===== src/rtl/aes_stim_pkg.sv =====
// -----------------------------------------------------------------------------
// aes_stim_pkg
// Shared definitions for the AES stimulus sequencer:
//   - state_e      : sequencer FSM states
//   - TAPS_128/192/256 : Galois feedback masks (polynomial terms below x^WIDTH)
//   - tap_mask()   : selects the feedback mask for a given LFSR width
// -----------------------------------------------------------------------------
package aes_stim_pkg;

  typedef enum logic [2:0] {
    ST_IDLE  = 3'd0,
    ST_SEED  = 3'd1,
    ST_RUN   = 3'd2,
    ST_DRAIN = 3'd3,
    ST_DONE  = 3'd4
  } state_e;

  // Each mask holds the lower polynomial terms; the x^WIDTH term is the bit
  // shifted out of the MSB, which selects whether the mask is applied.
  // x^128 + x^126 + x^101 + x^99 + 1
  localparam logic [255:0] TAPS_128 = (256'd1 << 8'd126) | (256'd1 << 8'd101) |
                                      (256'd1 << 8'd99)  | 256'd1;
  // x^192 + x^190 + x^178 + x^177 + 1
  localparam logic [255:0] TAPS_192 = (256'd1 << 8'd190) | (256'd1 << 8'd178) |
                                      (256'd1 << 8'd177) | 256'd1;
  // x^256 + x^254 + x^251 + x^246 + 1
  localparam logic [255:0] TAPS_256 = (256'd1 << 8'd254) | (256'd1 << 8'd251) |
                                      (256'd1 << 8'd246) | 256'd1;

  // Feedback mask for a supported LFSR width; unsupported widths get zero.
  function automatic logic [255:0] tap_mask(input int unsigned width);
    logic [255:0] mask;
    case (width)
      32'd128: mask = TAPS_128;
      32'd192: mask = TAPS_192;
      32'd256: mask = TAPS_256;
      default: mask = 256'd0;
    endcase
    return mask;
  endfunction

endpackage


===== src/rtl/aes_stim_lfsr_galois.sv =====
// -----------------------------------------------------------------------------
// lfsr_galois
// Galois LFSR shifting toward the MSB. When the MSB is set, the tap mask for
// WIDTH (from aes_stim_pkg::tap_mask) is XORed into the shifted value.
// Ports:
//   clk, rst_n : clock, asynchronous active-low reset (register -> SEED)
//   load       : reload SEED (takes priority over enable)
//   enable     : advance one step
//   q          : current LFSR register value
// -----------------------------------------------------------------------------
module lfsr_galois
  import aes_stim_pkg::*;
#(
  parameter int unsigned       WIDTH = 128,
  parameter logic [WIDTH-1:0]  SEED  = {WIDTH{1'b1}}
) (
  input  logic             clk,
  input  logic             rst_n,
  input  logic             load,
  input  logic             enable,
  output logic [WIDTH-1:0] q
);

  localparam logic [WIDTH-1:0] MASK = WIDTH'(tap_mask(WIDTH));

  logic [WIDTH-1:0] r_q;
  logic [WIDTH-1:0] w_next;

  assign w_next = {r_q[WIDTH-2:0], 1'b0} ^ (r_q[WIDTH-1] ? MASK : {WIDTH{1'b0}});
  assign q      = r_q;

  // LFSR register: seed on reset/load, step on enable, otherwise hold.
  always_ff @(posedge clk or negedge rst_n) begin
    if (!rst_n) begin
      r_q <= SEED;
    end else if (load) begin
      r_q <= SEED;
    end else if (enable) begin
      r_q <= w_next;
    end else begin
      r_q <= r_q;
    end
  end

endmodule


===== src/rtl/aes_stim_gen.sv =====
// -----------------------------------------------------------------------------
// aes_stim_gen
// Stimulus sequencer for a fixed-latency, non-stallable AES pipeline.
// Two Galois LFSRs produce plaintext and key vectors; a LATENCY-deep valid
// delay line predicts when results come back. FSM: IDLE-SEED-RUN-DRAIN-DONE.
// Optional feature macro: AES_STIM_MISR_EN adds misr_sig, a rotate-and-XOR
// signature of dut_out taken on every out_valid.
// Ports:
//   clk, rst_n   : clock, asynchronous active-low reset
//   start        : one-cycle run request (accepted in IDLE/DONE)
//   num_tests    : vectors per run (sampled on accepted start)
//   key_mode     : 0 = fresh key per vector, 1 = key fixed at KEY_SEED
//   pause        : suppresses issue during RUN
//   state_o/key_o: plaintext/key to the DUT; in_valid qualifies them
//   dut_out      : DUT ciphertext; out_valid marks a result cycle
//   busy, done   : status (SEED/RUN/DRAIN, DONE)
//   issued_cnt, retired_cnt : per-run vector counts
//   misr_sig     : output signature (AES_STIM_MISR_EN only)
// -----------------------------------------------------------------------------
module aes_stim_gen
  import aes_stim_pkg::*;
#(
  parameter int unsigned          DATA_W     = 128,
  parameter int unsigned          KEY_W      = 128,
  parameter int unsigned          LATENCY    = 21,
  parameter int unsigned          CNT_W      = 32,
  parameter logic [DATA_W-1:0]    STATE_SEED = 128'hDEAD_BEEF_DEAD_BEEF_DEAD_BEEF_DEAD_BEEF,
  parameter logic [KEY_W-1:0]     KEY_SEED   = {KEY_W/64{64'hCAFE_FEED_CAFE_FEED}}
) (
  input  logic              clk,
  input  logic              rst_n,
  input  logic              start,
  input  logic [CNT_W-1:0]  num_tests,
  input  logic              key_mode,
  input  logic              pause,
  output logic [DATA_W-1:0] state_o,
  output logic [KEY_W-1:0]  key_o,
  output logic              in_valid,
  input  logic [DATA_W-1:0] dut_out,
  output logic              out_valid,
  output logic              busy,
  output logic              done,
  output logic [CNT_W-1:0]  issued_cnt,
  output logic [CNT_W-1:0]  retired_cnt
`ifdef AES_STIM_MISR_EN
  , output logic [DATA_W-1:0] misr_sig
`endif
);

  state_e             r_state;
  logic [CNT_W-1:0]   r_num_tests;
  logic               r_key_mode;
  logic [CNT_W-1:0]   r_issued;
  logic [CNT_W-1:0]   r_retired;
  logic [LATENCY-1:0] r_vdl;
  logic               r_busy;
  logic               r_done;

  logic               w_in_valid;
  logic               w_load;
  logic               w_issue_last;
  logic               w_retire_last;
  logic [LATENCY:0]   w_vdl_next;

  // Issue is decided in the same cycle as pause so a pause cycle is a bubble.
  assign w_in_valid    = (r_state == ST_RUN) && !pause;
  assign w_load        = (r_state == ST_SEED);
  assign w_issue_last  = w_in_valid && ((r_issued + CNT_W'(1)) == r_num_tests);
  assign w_retire_last = out_valid && ((r_retired + CNT_W'(1)) == r_num_tests);
  // Extra bit lets the shift work unchanged for LATENCY == 1.
  assign w_vdl_next    = {r_vdl, w_in_valid};

  assign in_valid    = w_in_valid;
  assign out_valid   = r_vdl[LATENCY-1];
  assign busy        = r_busy;
  assign done        = r_done;
  assign issued_cnt  = r_issued;
  assign retired_cnt = r_retired;

  lfsr_galois #(
    .WIDTH (DATA_W),
    .SEED  (STATE_SEED)
  ) u_state_lfsr (
    .clk    (clk),
    .rst_n  (rst_n),
    .load   (w_load),
    .enable (w_in_valid),
    .q      (state_o)
  );

  lfsr_galois #(
    .WIDTH (KEY_W),
    .SEED  (KEY_SEED)
  ) u_key_lfsr (
    .clk    (clk),
    .rst_n  (rst_n),
    .load   (w_load),
    .enable (w_in_valid && !r_key_mode),
    .q      (key_o)
  );

  // Sequencer FSM with registered busy/done status and run-parameter capture.
  always_ff @(posedge clk or negedge rst_n) begin
    if (!rst_n) begin
      r_state     <= ST_IDLE;
      r_num_tests <= {CNT_W{1'b0}};
      r_key_mode  <= 1'b0;
      r_busy      <= 1'b0;
      r_done      <= 1'b0;
    end else begin
      case (r_state)
        ST_IDLE, ST_DONE: begin
          if (start) begin
            r_state     <= ST_SEED;
            r_num_tests <= num_tests;
            r_key_mode  <= key_mode;
            r_busy      <= 1'b1;
            r_done      <= 1'b0;
          end
        end
        ST_SEED: begin
          if (r_num_tests == {CNT_W{1'b0}}) begin
            r_state <= ST_DONE;
            r_busy  <= 1'b0;
            r_done  <= 1'b1;
          end else begin
            r_state <= ST_RUN;
          end
        end
        ST_RUN: begin
          if (w_issue_last) begin
            r_state <= ST_DRAIN;
          end
        end
        ST_DRAIN: begin
          if (w_retire_last) begin
            r_state <= ST_DONE;
            r_busy  <= 1'b0;
            r_done  <= 1'b1;
          end
        end
        default: begin
          r_state <= ST_IDLE;
          r_busy  <= 1'b0;
          r_done  <= 1'b0;
        end
      endcase
    end
  end

  // Issue/retire counters; cleared at the start of every run.
  always_ff @(posedge clk or negedge rst_n) begin
    if (!rst_n) begin
      r_issued  <= {CNT_W{1'b0}};
      r_retired <= {CNT_W{1'b0}};
    end else if (w_load) begin
      r_issued  <= {CNT_W{1'b0}};
      r_retired <= {CNT_W{1'b0}};
    end else begin
      if (w_in_valid) begin
        r_issued <= r_issued + CNT_W'(1);
      end
      if (out_valid) begin
        r_retired <= r_retired + CNT_W'(1);
      end
    end
  end

  // Valid delay line mirroring the DUT pipeline depth.
  always_ff @(posedge clk or negedge rst_n) begin
    if (!rst_n) begin
      r_vdl <= {LATENCY{1'b0}};
    end else if (w_load) begin
      r_vdl <= {LATENCY{1'b0}};
    end else begin
      r_vdl <= w_vdl_next[LATENCY-1:0];
    end
  end

`ifdef AES_STIM_MISR_EN
  logic [DATA_W-1:0] r_misr;

  assign misr_sig = r_misr;

  // Signature: rotate left by one, then fold in the DUT result.
  always_ff @(posedge clk or negedge rst_n) begin
    if (!rst_n) begin
      r_misr <= {DATA_W{1'b0}};
    end else if (w_load) begin
      r_misr <= {DATA_W{1'b0}};
    end else if (out_valid) begin
      r_misr <= {r_misr[DATA_W-2:0], r_misr[DATA_W-1]} ^ dut_out;
    end else begin
      r_misr <= r_misr;
    end
  end
`else
  // Without the signature, dut_out has no consumer.
  logic w_unused_dut;
  assign w_unused_dut = ^dut_out;
`endif

endmodule


===== config.mk =====
export PLATFORM = sky130hd
export DESIGN_NAME = aes_stim_gen
export DESIGN_NICKNAME = d
export VERILOG_FILES = /design/src/rtl/aes_stim_pkg.sv /design/src/rtl/aes_stim_lfsr_galois.sv /design/src/rtl/aes_stim_gen.sv
export SDC_FILE = /design/constraint.sdc
export NUM_CORES = 1
export LEC_CHECK = 0
export BUFFER_PORTS_ARGS = -buffer_cell sky130_fd_sc_hd__buf_2
export CAP_MARGIN = 10
export CELL_PAD_IN_SITES_DETAIL_PLACEMENT = 0
export CELL_PAD_IN_SITES_GLOBAL_PLACEMENT = 2
export CORE_MARGIN = 5
export CORE_UTILIZATION = 35
export CTS_BUF_LIST = sky130_fd_sc_hd__clkbuf_4
export DETAILED_ROUTE_END_ITERATION = 8
export GPL_TIMING_DRIVEN = 0
export PLACE_DENSITY_LB_ADDON = 0.1
export SYNTH_ARGS = -nofsm -noshare
export SYNTH_HDL_FRONTEND = slang
export SYNTH_SLANG_ARGS = --single-unit

===== constraint.sdc =====
create_clock -name clk -period 5.45 [get_ports clk]
set_input_delay 1.09 -clock clk [delete_from_list [all_inputs] [get_ports clk]]
set_output_delay 1.09 -clock clk [all_outputs]
set_load 0.03 [all_outputs]

==> results of run 1 <==
-- logic make-up after synthesis --
group | Yosys count
flip-flops | 379
multiplexers | 35
adder cells (fa/ha/maj) | 2
XOR/XNOR | 124
buffers and inverters | 143
AND/OR/NAND/NOR | 749
AO/OA/AOI/OAI | 321
-- metrics by stage --
step	worst slack [ns]	hold slack, ns	utilization (%)	instances	area [um^2]
2_1_floorplan	1.91	0.439	-	1753	17400
3_3_place_gp	-4.54	0.446	40.8	2777	20100
3_5_place_dp	0.920	0.449	41.0	2780	20200
4_1_cts	0.557	0.135	44.0	2978	21600
5_1_grt	0.378	0.150	44.0	2986	21600
6_report	0.709	0.190	44.0	2987	21700
-- sequential cells by signal (all words and copies together) (netlist names) --
register / count
r_vdl: 21
r_state: 3
done: 1
retired_cnt: 32
u_key_lfsr.q: 128
issued_cnt: 32
u_state_lfsr.q: 128
r_num_tests: 32
r_key_mode: 1
busy: 1
-- cell type report --
type / count / area, um^2 / share of cell area [%]
diodes: 8 / 20.0 / 0.0925
plain buffers: 129 / 528 / 2.44
clock buffers: 170 / 1280 / 5.89
clock inverters: 28 / 184 / 0.850
inverters: 14 / 52.6 / 0.243
multi-input cells: 1231 / 7140 / 33.0
flip-flops and latches: 379 / 9720 / 44.9
well taps: 664 / 831 / 3.84
repair buffers: 364 / 1900 / 8.77
-- critical path: cells and delay by family (launching register included) --
kind,cells,cell delay [ns]
DFF,1,0.43
and+or+nand+nor,2,0.55
buffers and inverters,5,1.82
-- cells in the final DEF, fill, tap and decap left out, drive strengths merged, types with 16 or more instances in the layout --
cell type and n:
nand4 36, nor2b 23, o22a 56, nand3 106
dfstp 192, clkbuf 272, nor3 24, nor4 24
clkinv 24, o31ai 16, and3 19, xnor2 70
nor2 76, mux2 32, buf 391, dfrtp 187
inv 16, a22o 33, a21oi 31, nand2 391
xor2 54, o21ai 144
-- final timing paths --
| path | cells after the start | endpoint | slack (ns) |
|---|---|---|---|
| setup reg to reg | 9 | r_state[0] | 2.10 |
| setup / recovery | 7 | in_valid | 0.71 |
| hold / removal | 1 | u_state_lfsr.q[88] | 0.19 |
| min in group clk | 1 | r_vdl[16] | 0.44 |
| max in group asynchronous | 3 | u_key_lfsr.q[73] | 3.79 |
| hold reg to reg | 1 | r_vdl[16] | 0.44 |
-- where the power goes --
group          switching (mW)  internal, mW  leakage [nW]
combinational            1.16         0.502          5.24
clock                    1.29          1.51         0.871
sequential              0.272          3.24          4.47
-- routing by layer --
metal	global-route usage, %	vias to the layer above
li1	-	7095
met1	30.0	7494
met2	34.7	419
met3	7.48	87
met4	5.39	0
met5	0	-
==> metrics.cfg, run 1 <==
[outcome]
status=completed

[final_layout]
fin_nets=2393
fillers=4986
syn2layout_area_growth_pct=24.1
layout-drive-gt1-share_pct=35.0

[floorplan]
dieWidth_um=233
die_area_um2=54400
die_height_um=233
initial_core_util_pct=35.5
row_count=81
ioPinCount=489
core_um2=49200

[timing]
grt_setup_unrepaired=no
min_period_ns=4.74
fmax_mhz=211
final-setup-viol-count=0
max_slew_margin_pct=22.4
tns_ns=0
hold_violations=0
post-route-period-util_pct=87.0
worst_slew_pin_slew_ns=1.16
fin_skew_ns=0.0547
final-max-slew-violation-count=0

[synth]
synth_most_common_cell=nand2_1
ys.flop_type=dfstp_2
synth_top_area_share_pct=28.9
ys_seq_elements=379
syn_avg_cell_area_um2=9.95
synth-edff-count=0
synth-simple-area-share_pct=20.2
synth_fa_ha_area_share_pct=0.143
syn_inst=1753
yosysSeqAreaShare_pct=55.8
syn_nets=1920
ys_types=67
synth_top_family_by_area=simple AND/OR/NAND/NOR gates
synth.area.top_cells=dfstp_2, dfrtp_1, nand2_1, o21ai_0, xnor2_1
synthTopCellsByCount=nand2_1, dfstp_2, dfrtp_1
post-synth-top-area-cell=dfstp_2
async_flop_share_pct=100
yosys_warnings=0
synthMuxAreaShare_pct=2.24
synth-compound-area-share_pct=12.1
synth_xor_area_share_pct=6.23
synthesis.area_um2=17400

[place]
place_hpwl_um=44200
place.gp.congestion=0.849
numPortBuffers=360

[job]
maxCapViolCount=0

[worst_setup_path]
cp-end-kind=primary output
r2r_start=issued_cnt[0]
startpoint_type=flip-flop
critPathSlowestCell=clkbuf_1
critical_path_arrival_ns=3.65
worstPathCellList=nand2b_1 > or3_1 > clkbuf_1 > inv_2 > clkbuf_1 > clkbuf_1 > buf_2
cpMostUsedCell=clkbuf_1
worst_path_largest_cell_delay_ns=0.57
critical_path.max_fanout=10
critPathLaunch=r_state[2]
critPathKind=flip-flop to primary output
cp_data_required_time_ns=4.36

[cts]
cts_tree=yes
cts_buffer_depth=3
cts_sinks=379
htree_levels=3
root_buffer=clkbuf_4
cts_hold_buf=0
clk_latency_ns=0.87
clk_pin_slew_ns=0.06
cts_made_buffers=107
cts_setup_buffers=0
cts_resized=0

[hold_path]
hold_path.class=input port to asynchronous set/reset pin

[route]
first_iter_violations=861
drt-met1-wl_um=27200
wl_per_cell_um=20.5
routed_wl_um=61300
via_per_inst=5.05
first_pass_iters=5
drc=0
top_layer=met4
wl_met2_um=28200
wl_met3_um=4580
drtAntennaViolNets=0
vias=15100

[global_routing]
track_usage_pct=22.2
grt_pass1_vias=15100
grt_start_max_net_pins=109
grt_antenna_before_repair=3
grt_first_pass_wirelength_um=93900
grt-ovfl-total=0

[pwr]
peakVddDrop_mv=0.175
fin_total_pwr_mw=7.97
power_leakage_nw=10.6
power_density_nw_per_um2=368

No activity file was read; power rests on OpenSTA's default activity.
==> inputs of run 2 (changes only) <==
--- a/config.mk
+++ b/config.mk
@@ -7,14 +7,13 @@
 export LEC_CHECK = 0
 export BUFFER_PORTS_ARGS = -buffer_cell sky130_fd_sc_hd__buf_2
 export CAP_MARGIN = 10
-export CELL_PAD_IN_SITES_DETAIL_PLACEMENT = 0
-export CELL_PAD_IN_SITES_GLOBAL_PLACEMENT = 2
-export CORE_MARGIN = 5
-export CORE_UTILIZATION = 35
+export CORE_AREA = 5 5 189 191
 export CTS_BUF_LIST = sky130_fd_sc_hd__clkbuf_4
 export DETAILED_ROUTE_END_ITERATION = 8
+export DIE_AREA = 0 0 194 196
 export GPL_TIMING_DRIVEN = 0
-export PLACE_DENSITY_LB_ADDON = 0.1
+export PLACE_DENSITY = 0.79
+export SLEW_MARGIN = 5
 export SYNTH_ARGS = -nofsm -noshare
 export SYNTH_HDL_FRONTEND = slang
 export SYNTH_SLANG_ARGS = --single-unit
==> metrics.cfg, run 2 (synthesis gave the netlist of run 1 again) <==
[outcome]
status=completed

[timing]
max_slew_margin_pct=19.9
post-route-period-util_pct=83.7
fin_ws_ns=0.888
grt_setup_unrepaired=no
final-max-slew-violation-count=0
final-setup-viol-count=0
worst_slew_pin_slew_ns=1.19
fmax_mhz=219
hold_violations=0
fin_skew_ns=0.0375
min_period_ns=4.56

[final_layout]
fin_nets=2384
syn2layout_area_growth_pct=22.1
fillers=2873
final_util_pct=62.7
layout-drive-gt1-share_pct=35.0
final_common_cell=nand2_1
mostFrequentLayoutCells=nand2_1, buf_2, dfstp_2, dfrtp_1, clkbuf_4
layout.cells.non_filler=2754

[cts]
cts_buffer_depth=3
cts_setup_buffers=0
cts_sinks=379
cts_tree=yes
clk_latency_ns=0.77
htree_levels=3
cts_made_buffers=99
root_buffer=clkbuf_4
cts_resized=0
cts_hold_buf=0
clk_pin_slew_ns=0.07

[global_routing]
track_usage_pct=28.1
grt_pass1_vias=15300
grt_first_pass_wirelength_um=85700
grt-ovfl-total=0
grt_start_max_net_pins=123
grt_antenna_before_repair=2

[worst_setup_path]
critPathCapture=in_valid
cp-end-kind=primary output
critical_path.max_fanout=10
cpMostUsedCell=clkbuf_1
crit_family=buffers and inverters
r2r-end=r_state[0]
critical_path_arrival_ns=3.47
critical_path_buf_inv_count=5
crit_cells=7
critPathLaunch=r_state[2]
startpoint_type=flip-flop
critPathSlowestCell=clkbuf_1
r2r_cells=9
critPathKind=flip-flop to primary output
cp_data_required_time_ns=4.36
worstPathCellList=nand2b_1 > or3_1 > clkbuf_1 > inv_2 > clkbuf_1 > clkbuf_1 > buf_2
r2r_slack_ns=2.04
r2r_start=issued_cnt[0]
worst_path_largest_cell_delay_ns=0.49

[pwr]
peakVddDrop_mv=0.256
clkPwrFrac_pct=34.0
sequentialPowerShare_pct=44.8
intPower_mw=5.22
switchingPower_mw=2.62
power_density_nw_per_um2=368
power_leakage_nw=10.5
comb_power_share_pct=21.2
switching_share_pct=33.4

[job]
maxCapViolCount=0

[route]
wl_per_cell_um=19.9
first_iter_violations=1153
first_pass_iters=5
via_per_inst=5.64
drc=0
routed_wl_um=54700
vias=15500
drtAntennaViolNets=0

[floorplan]
row_count=68
core_um2=33900
dieWidth_um=194
ioPinCount=489
initial_core_util_pct=51.4
die_area_um2=38000
die_height_um=196

[place]
place_ws_ns=1.06
numPortBuffers=360
dp.cells=2571
place_hpwl_um=39200
place.gp.congestion=0.925

[hold_path]
hold_path.class=input port to asynchronous set/reset pin

-- run 2: metal layers --
layer	GRT usage, %	vias up	routed length, um
li1	-	7035	-
met1	37.7	7632	22400
met2	42.2	708	24600
met3	7.64	146	4990
met4	14.4	0	2650
met5	0	-	0
-- run 2: worst min path at each step --
stage          depth (start not counted)            endpoint  slack, ns              from
6_report                               1  u_state_lfsr.q[88]       0.28             rst_n
5_1_grt                                1  u_state_lfsr.q[88]       0.29             rst_n
4_1_cts                                1  u_state_lfsr.q[88]       0.24             rst_n
3_5_place_dp                           2    u_key_lfsr.q[95]       0.45  u_key_lfsr.q[94]
3_3_place_gp                           2    u_key_lfsr.q[42]       0.44  u_key_lfsr.q[41]
2_1_floorplan                          1           r_vdl[10]       0.44          r_vdl[9]
-- run 2: stage by stage --
step	cell area [um^2]	TNS, ns	hold slack (ns)	power [mW]
6_report	21300	0	0.282	7.83
5_1_grt	21300	0	0.295	8.23
4_1_cts	21300	0	0.236	7.91
3_5_place_dp	19900	0	0.451	5.21
3_3_place_gp	19800	-967.83	0.445	5.15
2_1_floorplan	17400	0	0.439	4.61
-- run 2: power groups by stage --
stage / combinational (mW) / clock, mW / sequential, mW
6_report: 1.66 / 2.66 / 3.51
5_1_grt: 1.78 / 2.90 / 3.55
4_1_cts: 1.67 / 2.74 / 3.50
3_5_place_dp: 1.66 / 0 / 3.54
3_3_place_gp: 1.62 / 0 / 3.53
2_1_floorplan: 0.540 / 0 / 4.07
-- run 2: area by class of cell --
class	instances	area (um^2)	area share (%)
inverters	14	52.6	0.247
repair buffers	363	1890	8.90
clock inverters	12	110	0.517
diodes	2	5.00	0.0235
well taps	455	569	2.67
multi-input cells	1231	7140	33.5
plain buffers	129	528	2.48
clock buffers	169	1270	5.96
flip-flops and latches	379	9720	45.7
-- run 2: worst reg2reg max path: cells and delay by family, from the launching register on --
family | cells | cell delay, ns
AOI/OAI and AO/OA | 2 | 0.48
xor gates and xnor gates | 1 | 0.25
adders and majority gates | 1 | 0.32
DFF | 1 | 0.49
and+or+nand+nor | 5 | 1.79
